File: config.mk
export PLATFORM = sky130hd
export DESIGN_NAME = if_stage
export DESIGN_NICKNAME = d
export VERILOG_FILES = /design/src/rtl/if_stage.sv
export SDC_FILE = /design/constraint.sdc
export NUM_CORES = 1
export LEC_CHECK = 0
export ABC_AREA = 1
export CAP_MARGIN = 10
export CORE_MARGIN = 2
export CORE_UTILIZATION = 33
export CTS_BUF_LIST = sky130_fd_sc_hd__clkbuf_8 sky130_fd_sc_hd__clkbuf_16
export DETAILED_ROUTE_END_ITERATION = 6
export PLACE_DENSITY = 0.55
export SLEW_MARGIN = 30
export SYNTH_ARGS = -nofsm -noshare
export SYNTH_HDL_FRONTEND = slang
export SYNTH_SLANG_ARGS = --single-unit
File: constraint.sdc
create_clock -name clk -period 4.5 [get_ports clk]
set_input_delay 0.9 -clock clk [delete_from_list [all_inputs] [get_ports clk]]
set_output_delay 0.9 -clock clk [all_outputs]
set_load 0.05 [all_outputs]
File: src/rtl/if_stage.sv
// Instruction fetch stage: word fetches over req/ack, in-order rvalid data into a small prefetch FIFO, one instruction per cycle to ID.
// Latency: rvalid in cycle N with an empty FIFO and no stall -> valid instruction in N+1; one transaction outstanding at a time.
// Backpressure: stall holds the output registers while returning words fill the FIFO; no request is issued while the FIFO is full.
//
// Ports (if_stage):
//   clk, rst                         clock, asynchronous active-low reset
//   stall, redirect, redirect_pc     ID hold request, control-flow change and its target
//   imem_req, imem_addr, imem_ack    fetch request handshake
//   imem_rvalid, imem_rdata          in-order read return
//   instruction, pc, pc_plus_4       registered instruction to ID and its address
//   valid                            instruction/pc hold a real fetched instruction

// Generic FIFO with synchronous flush; the caller never pushes into a full FIFO.
// Latency: the head is visible the cycle after the push; count is registered.
// Backpressure: none internally; the caller gates push_vld on count.
module fifo #(
    parameter int WIDTH = 64,
    parameter int DEPTH = 2
) (
    input  logic                           clk,
    input  logic                           rst,
    input  logic                           flush,
    input  logic                           push_vld,
    input  logic [WIDTH-1:0]               push_dat,
    input  logic                           pop_rdy,
    output logic [WIDTH-1:0]               head_dat,
    output logic [$clog2(DEPTH+1)-1:0]     count
);
    localparam int PW = (DEPTH > 1) ? $clog2(DEPTH) : 1;
    localparam int CW = $clog2(DEPTH + 1);

    logic [WIDTH-1:0] mem [DEPTH];
    logic [PW-1:0]    rd_ptr;
    logic [PW-1:0]    wr_ptr;
    logic             do_pop;

    // Pointers wrap explicitly so non-power-of-two depths work.
    function automatic logic [PW-1:0] ptr_inc(input logic [PW-1:0] p);
        return (p == PW'(DEPTH - 1)) ? '0 : p + PW'(1);
    endfunction

    assign do_pop   = pop_rdy && (count != '0);
    assign head_dat = mem[rd_ptr];

    always_ff @(posedge clk or negedge rst) begin
        if (!rst) begin
            rd_ptr <= '0;
            wr_ptr <= '0;
            count  <= '0;
        end else if (flush) begin
            rd_ptr <= '0;
            wr_ptr <= '0;
            count  <= '0;
        end else begin
            if (push_vld) wr_ptr <= ptr_inc(wr_ptr);
            if (do_pop)   rd_ptr <= ptr_inc(rd_ptr);
            if (push_vld && !do_pop)      count <= count + CW'(1);
            else if (!push_vld && do_pop) count <= count - CW'(1);
        end
    end

    always_ff @(posedge clk) begin
        if (push_vld && !flush) mem[wr_ptr] <= push_dat;
    end
endmodule

module if_stage #(
    parameter logic [31:0] RESET_PC   = 32'hBFC00000,
    parameter int          FIFO_DEPTH = 2
) (
    input  logic        clk,
    input  logic        rst,
    input  logic        stall,
    input  logic        redirect,
    input  logic [31:0] redirect_pc,
    output logic        imem_req,
    output logic [31:0] imem_addr,
    input  logic        imem_ack,
    input  logic        imem_rvalid,
    input  logic [31:0] imem_rdata,
    output logic [31:0] instruction,
    output logic [31:0] pc,
    output logic [31:0] pc_plus_4,
    output logic        valid
);
    localparam int CW = $clog2(FIFO_DEPTH + 1);

    typedef enum logic [1:0] {
        FETCH   = 2'd0,
        WAIT    = 2'd1,
        DISCARD = 2'd2
    } state_t;

    state_t        state;
    logic [31:0]   fetch_pc;
    logic [CW-1:0] fifo_cnt;
    logic [63:0]   fifo_head;
    logic          fifo_empty;
    logic          accept;
    logic          deliver;
    logic          bypass;
    logic          push_vld;
    logic          pop_rdy;
    logic [31:0]   rsp_pc;
    logic [31:0]   head_pc;
    logic [31:0]   head_word;
    logic [31:0]   target_pc;

    assign fifo_empty = (fifo_cnt == '0);

    // Request depends only on state, occupancy and reset, never on imem_ack.
    assign imem_req  = rst && (state == FETCH) && (fifo_cnt < CW'(FIFO_DEPTH));
    assign imem_addr = fetch_pc;
    assign accept    = imem_req && imem_ack;

    // Masking keeps every redirect_pc bit in the expression while forcing word alignment.
    assign target_pc = redirect_pc & 32'hFFFF_FFFC;

    // In WAIT fetch_pc has already stepped past the outstanding word, so the
    // returning word's address is one word back (wraps with fetch_pc).
    assign rsp_pc   = fetch_pc - 32'd4;

    // A word returning during a redirect is wrong-path and is dropped.
    assign deliver  = (state == WAIT) && imem_rvalid && !redirect;
    assign bypass   = deliver && !stall && fifo_empty;
    assign push_vld = deliver && !bypass;
    assign pop_rdy  = !stall && !redirect;

    assign head_pc   = fifo_head[63:32];
    assign head_word = fifo_head[31:0];

    fifo #(
        .WIDTH (64),
        .DEPTH (FIFO_DEPTH)
    ) u_fifo (
        .clk      (clk),
        .rst      (rst),
        .flush    (redirect),
        .push_vld (push_vld),
        .push_dat ({rsp_pc, imem_rdata}),
        .pop_rdy  (pop_rdy),
        .head_dat (fifo_head),
        .count    (fifo_cnt)
    );

    always_ff @(posedge clk or negedge rst) begin
        if (!rst) begin
            state    <= FETCH;
            fetch_pc <= RESET_PC;
        end else begin
            if (redirect)    fetch_pc <= target_pc;
            else if (accept) fetch_pc <= fetch_pc + 32'd4;

            case (state)
                FETCH: begin
                    // An ack coinciding with a redirect leaves a stale response in flight.
                    if (accept) state <= redirect ? DISCARD : WAIT;
                end
                WAIT: begin
                    if (imem_rvalid)   state <= FETCH;
                    else if (redirect) state <= DISCARD;
                end
                DISCARD: begin
                    // The stale response retires the outstanding transaction even if
                    // another redirect lands in the same cycle.
                    if (imem_rvalid) state <= FETCH;
                end
                default: state <= FETCH;
            endcase
        end
    end

    always_ff @(posedge clk or negedge rst) begin
        if (!rst) begin
            instruction <= 32'h0;
            pc          <= 32'h0;
            pc_plus_4   <= 32'h0;
            valid       <= 1'b0;
        end else if (redirect) begin
            instruction <= 32'h0;
            valid       <= 1'b0;
        end else if (!stall) begin
            if (!fifo_empty) begin
                instruction <= head_word;
                pc          <= head_pc;
                pc_plus_4   <= head_pc + 32'd4;
                valid       <= 1'b1;
            end else if (bypass) begin
                instruction <= imem_rdata;
                pc          <= rsp_pc;
                pc_plus_4   <= rsp_pc + 32'd4;
                valid       <= 1'b1;
            end else begin
                instruction <= 32'h0;
                valid       <= 1'b0;
            end
        end
    end
endmodule

==> Word-level counts from Yosys, hierarchy flattened <==
Memories as Yosys holds them, arrays and structs flattened.
Index checks and enable logic that the tools add are counted.
{ "op_classes": {"n_reduce_logical": 27, "muxes": 31, "n_addsub": 8, "bitwise": 2, "eq_ne": 7, "magnitude_cmp": 1} }
{ "ops": {"columns": ["operator", "n"], "rows": [
  ["$mux 32", 10],
  ["$add 32x3->32 const B", 3],
  ["$sub 32x3->32 const B", 1],
  ["$mux 2", 8],
  ["$logic_and 1x1->1", 13],
  ["$mux 1", 12],
  ["$reduce_bool 2->1", 4],
  ["$pmux 2 s3", 1],
  ["$reduce_and 3->1", 2],
  ["$logic_not 1->1", 5],
  ["$logic_not 2->1", 2],
  ["$ne 2x1->1 const B", 2],
  ["$ne 2x2->1 const B", 2],
  ["$ne 3x3->1 const B", 1],
  ["$reduce_bool 3->1", 1],
  ["$add 1x1->1 const B", 2],
  ["$add 2x1->2 const B", 1],
  ["$eq 2x1->1 const B", 1],
  ["$eq 2x2->1 const B", 1],
  ["$lt 2x2->1 const B", 1],
  ["$not 1->1", 2],
  ["$sub 2x1->2 const B", 1]
]} }
{ "totals": {"mem_bits_rw": 128, "n_memories": 1, "input_bits": 70, "reg_bits": 135} }
{ "memory_table": {"columns": ["memory", "words", "word_bits", "rd", "rd_clocked_by_memory_dff", "write_ports", "line_no", "source"], "rows": [
  ["u_fifo.mem", 2, 64, 1, 0, 1, "32", "logic [WIDTH-1:0] mem [DEPTH];"]
]} }

==> Depth between registers and ports, before layout <==
{ "depth": {"depth_word": 12, "mapped_depth": 16, "mapped_depth_nobuf": 16} }

==> Modules after synthesis <==
Synthesis repeated with hierarchy kept, for this count alone.
{ "hier_totals": {"hier_cells": 1523, "area_unflattened_um2": 13255.2} }
{ "modules_own_cells": {"columns": ["mod", "cells_per_inst", "area_per_inst_um2", "seq_area_each_um2", "instances"], "rows": [
  ["if_stage", 1155, 8388.0, 3189.3, 1],
  ["fifo", 368, 4867.2, 3943.8, 1]
]} }

==> Worst setup path before layout <==
OpenSTA, ideal clock, no wires.
{ "synth_path": {"path_type": "input to register", "startpoint": "input redirect", "endpoint": "memory u_fifo.mem[0][0], enable pin", "required_ns": 4.018, "slack_ns": -0.102, "arrival_time_ns": 4.120, "stages": 5, "setup_time_ns": 0.482, "path_cell_list": "clkbuf_1 > nor4_1 > nand2_1 > nand4_1 > nor2_1"} }
{ "synth_via": {"elab_chain_len": 9} }
{ "synth_lines": {"columns": ["item", "line_no", "source"], "rows": [
  ["start, declared", "74", "input logic redirect,"],
  ["$logic_not 1->1 *", "63, 124", null],
  ["$logic_and 1x1->1", "124", "assign deliver = (state == WAIT) && imem_rvalid && !redirect;"],
  ["$logic_and 1x1->1 (2 in a row)", "125", "assign bypass = deliver && !stall && fifo_empty;"],
  ["$logic_not 1->1", "126", "assign push_vld = deliver && !bypass;"],
  ["$logic_and 1x1->1", "126", null],
  ["$logic_and 1x1->1 *", "63", "if (push_vld && !flush) mem[wr_ptr] <= push_dat;"],
  ["$mux 1 *", "63", null],
  ["$mux 1 (not written as such) *", "63", null],
  ["end, declared", "32", null]
]} }
Every way passes the cells marked *; elsewhere a longest branch is shown, timed or not.

==> Worst setup path in the final report <==
{ "layout_path": {"startpoint": "input rst", "endpoint": "output imem_req"} }
{ "layout_via": {"elab_chain_len": 2} }
{ "layout_lines": {"columns": ["item", "line_no", "source"], "rows": [
  ["start, declared", "72", "input logic rst,"],
  ["$logic_and 1x1->1 (2 in a row)", "112", "assign imem_req = rst && (state == FETCH) && (fifo_cnt < CW'(FIFO_DEPTH));"],
  ["end, declared", "76", "output logic imem_req,"]
]} }
No other way between the ends.

==> results.yml <==
yosys:
  synth_seq_cells: 253
  synthesis.area_sq_um: 12600
  ys_warn_count: 0
  synth.yosys.seq_area_share: 0.553
  synthCells: 1393
  async_flop_share: 0.510
  netlist_top_cells_count: "385 x nand2_1, 178 x nor2_1, 140 x nand3_1"
  ys_types: 44
  synth_top_cell_area_share: 0.296
  ys.flop_type: "edfxtp_1"
  synth_top_area_cell: "edfxtp_1"
  synth_area_leaders: "edfxtp_1 30%, dfrtp_1 24%, nand2_1 11%"
  synth.most_common_cell: "nand2_1"
  avgSynthCellArea_sq_um: 9.04
  synth_edf_count: 124
clock_network:
  htree_levels: 1
  path_clk_slew_ns: 0.06
  cts_tree: "built"
  cts.sinks: 253
  clk_path_buf_depth: 3
  postCtsSetupBuffers: 0
  cts_inserted_buffers: 29
  insertion_delay_ns: 0.55
  post_cts_resized: 0
  cts_hold_buffers: 0
  root_buffer: "clkbuf_16"
timing:
  relSlewSlack: 0.462
  hold_viol: 0
  finalSetupViolations: 0
  clock.fmax_mhz: 318
  period_needed_ns: 3.15
  worstMarginPinSlew_ns: 0.807
  fin_skew_ns: 0.0127
  report.final.slew_viol_count: 0
  post-route-period-util: 0.700
  rsz0062_at_grt: "no"
global_route:
  grt_max_degree: 80
  grt.overflow.total: 0
  grt_pass1_vias: 10100
  grt_usage: 0.187
  grt_pass1_wl_um: 58100
  grt_antenna_before_repair: 0
final_layout:
  fin_area_sq_um: 15900
  drive_gt1_frac: 0.109
  fin_cells: 2104
  nNetsFinal: 1643
  diodes: 0
  syn2layout_area_growth_pct: 26.2
route:
  route.detailed.wl_per_inst_um: 17.6
  remaining_drc_errors: 0
  drt-initial-drc-count: 555
  vias_per_cell: 4.92
  wl_um: 37000
  firstDrtPassIters: 5
  vias: 10400
  drtAntennaViolNets: 0
floorplanning:
  fp.dieW_um: 199
  start_util: 0.334
  row_count: 71
  io_pins: 200
  dieArea_sq_um: 39700
  die_h_um: 199
  core_area_sq_um: 37700
placement:
  dp_hpwl_um: 25800
  placed_area_sq_um: 15000
  dp_cells: 2050
  numPortBuffers: 191
  routabilityCongestion: 0.849
hold_path:
  hp-class: "input pin to async pin"
worst_setup_path:
  arrival_ns: 2.25
  worstPathRequired_ns: 3.60
  start_kind: "input pin"
  setup.worst_path.end_class: "output pin"
  criticalPathCategory: "input pin to output pin"
  crit_path_max_fanout: 12
power:
  vdd_ir_drop_max_uv: 319
  leakagePower_nw: 6.27
  p_per_area_nw_per_um2: 560
run_status:
  outcome: "finished clean"
job:
  max-cap-violations: 0
area by class of cell:
| cell class | count | area, sq um |
|---|---|---|
| clock inverter | 25 | 164 |
| fill | 3803 | 21800 |
| inverter | 76 | 285 |
| multi-input combinational | 1004 | 5090 |
| clock buffer | 29 | 726 |
| timing repair buffer | 206 | 2030 |
| tap | 511 | 639 |
| sequential | 253 | 6960 |
critical path: stages:
cell and delay [ns]:
buf_6 0.17, nand2_1 0.09, nor3_1 0.20, clkdlybuf4s50_1 0.89
power breakdown:
group | switching [mW] | internal (mW)
Sequential | 0.309 | 2.83
Clock | 0.953 | 1.28
Combinational | 2.47 | 1.07
Total | 3.74 | 5.17
metal layers:
layer,track usage,vias to the layer above,share of wire
met2,0.284,275,0.44
met4,0.0420,0,0.017
met3,0.0262,47,0.052
met5,0,-,0
met1,0.283,4968,0.49
li1,-,5067,-
kinds of logic after synthesis:
logic type	Yosys count	synth area share
xor gates and xnor gates	29	0.0202
other	1	0.000298
DFF	253	0.553
AOI/OAI and AO/OA	141	0.0783
and+or+nand+nor	825	0.299
adders and majority gates	3	0.00298
buffers and inverters	141	0.0464
final timing paths:
check,startpoint,end,slack (ns),depth (start not counted)
worst min-delay path,rst,imem_addr[2]$_DFFE_PN0N_,0.16,1
worst max-delay path,rst,imem_req,1.35,4
max in group asynchronous,rst,instruction[5]$_DFFE_PN0P_,3.35,2
min in group clk,pc_plus_4[3]$_DFFE_PN0P_,pc_plus_4[3]$_DFFE_PN0P_,0.47,2
worst min register to register,pc_plus_4[3]$_DFFE_PN0P_,pc_plus_4[3]$_DFFE_PN0P_,0.47,2
worst max register to register,state[0]$_DFFE_PN0P_,u_fifo.mem[1][35]$_DFFE_PP_,1.74,8
placed cells by master (no fill, tap or decap), types with 10 or more instances in the layout:
| cell | netlist | layout |
|---|---|---|
| nand2_1 | 385 | 384 |
| clkinv_2 | 0 | 10 |
| clkbuf_16 | 0 | 29 |
| o211ai_1 | 27 | 27 |
| dfrtp_1 | 120 | 119 |
| nand3_1 | 140 | 140 |
| xor2_1 | 27 | 27 |
| nor3_1 | 10 | 10 |
| o311ai_0 | 32 | 32 |
| a21oi_1 | 10 | 10 |
| inv_2 | 11 | 12 |
| edfxtp_1 | 124 | 124 |
| nor2_2 | 21 | 20 |
| inv_1 | 64 | 67 |
| clkdlybuf4s50_1 | 0 | 190 |
| nand2_2 | 21 | 22 |
| nor2_1 | 178 | 176 |
| o21ai_0 | 38 | 38 |
| o221ai_1 | 10 | 10 |
| buf_4 | 7 | 14 |
| nor2_4 | 20 | 23 |
| nand4_1 | 17 | 17 |
metrics by stage:
step	worst slack, ns	util	total power [mW]	setup TNS (ns)	hold WS (ns)
CTS	1.32	0.422	9.01	0	0.137
global route	1.16	0.422	9.40	0	0.147
finish	1.35	0.422	8.91	0	0.161
floorplan	-0.102	-	5.49	-12.65	0.484
detailed placement	0.744	0.398	6.75	0	0.465
global placement	0.792	0.398	6.72	0	0.463
registers in the layout (all words and copies together), names as in the netlist:
register,flops
u_fifo.mem,124
instruction,32
imem_addr,30
pc,30
pc_plus_4,30
state,2
u_fifo.count,2
u_fifo.rd_ptr,1
u_fifo.wr_ptr,1
valid,1
(Power assumes the default switching activity.)
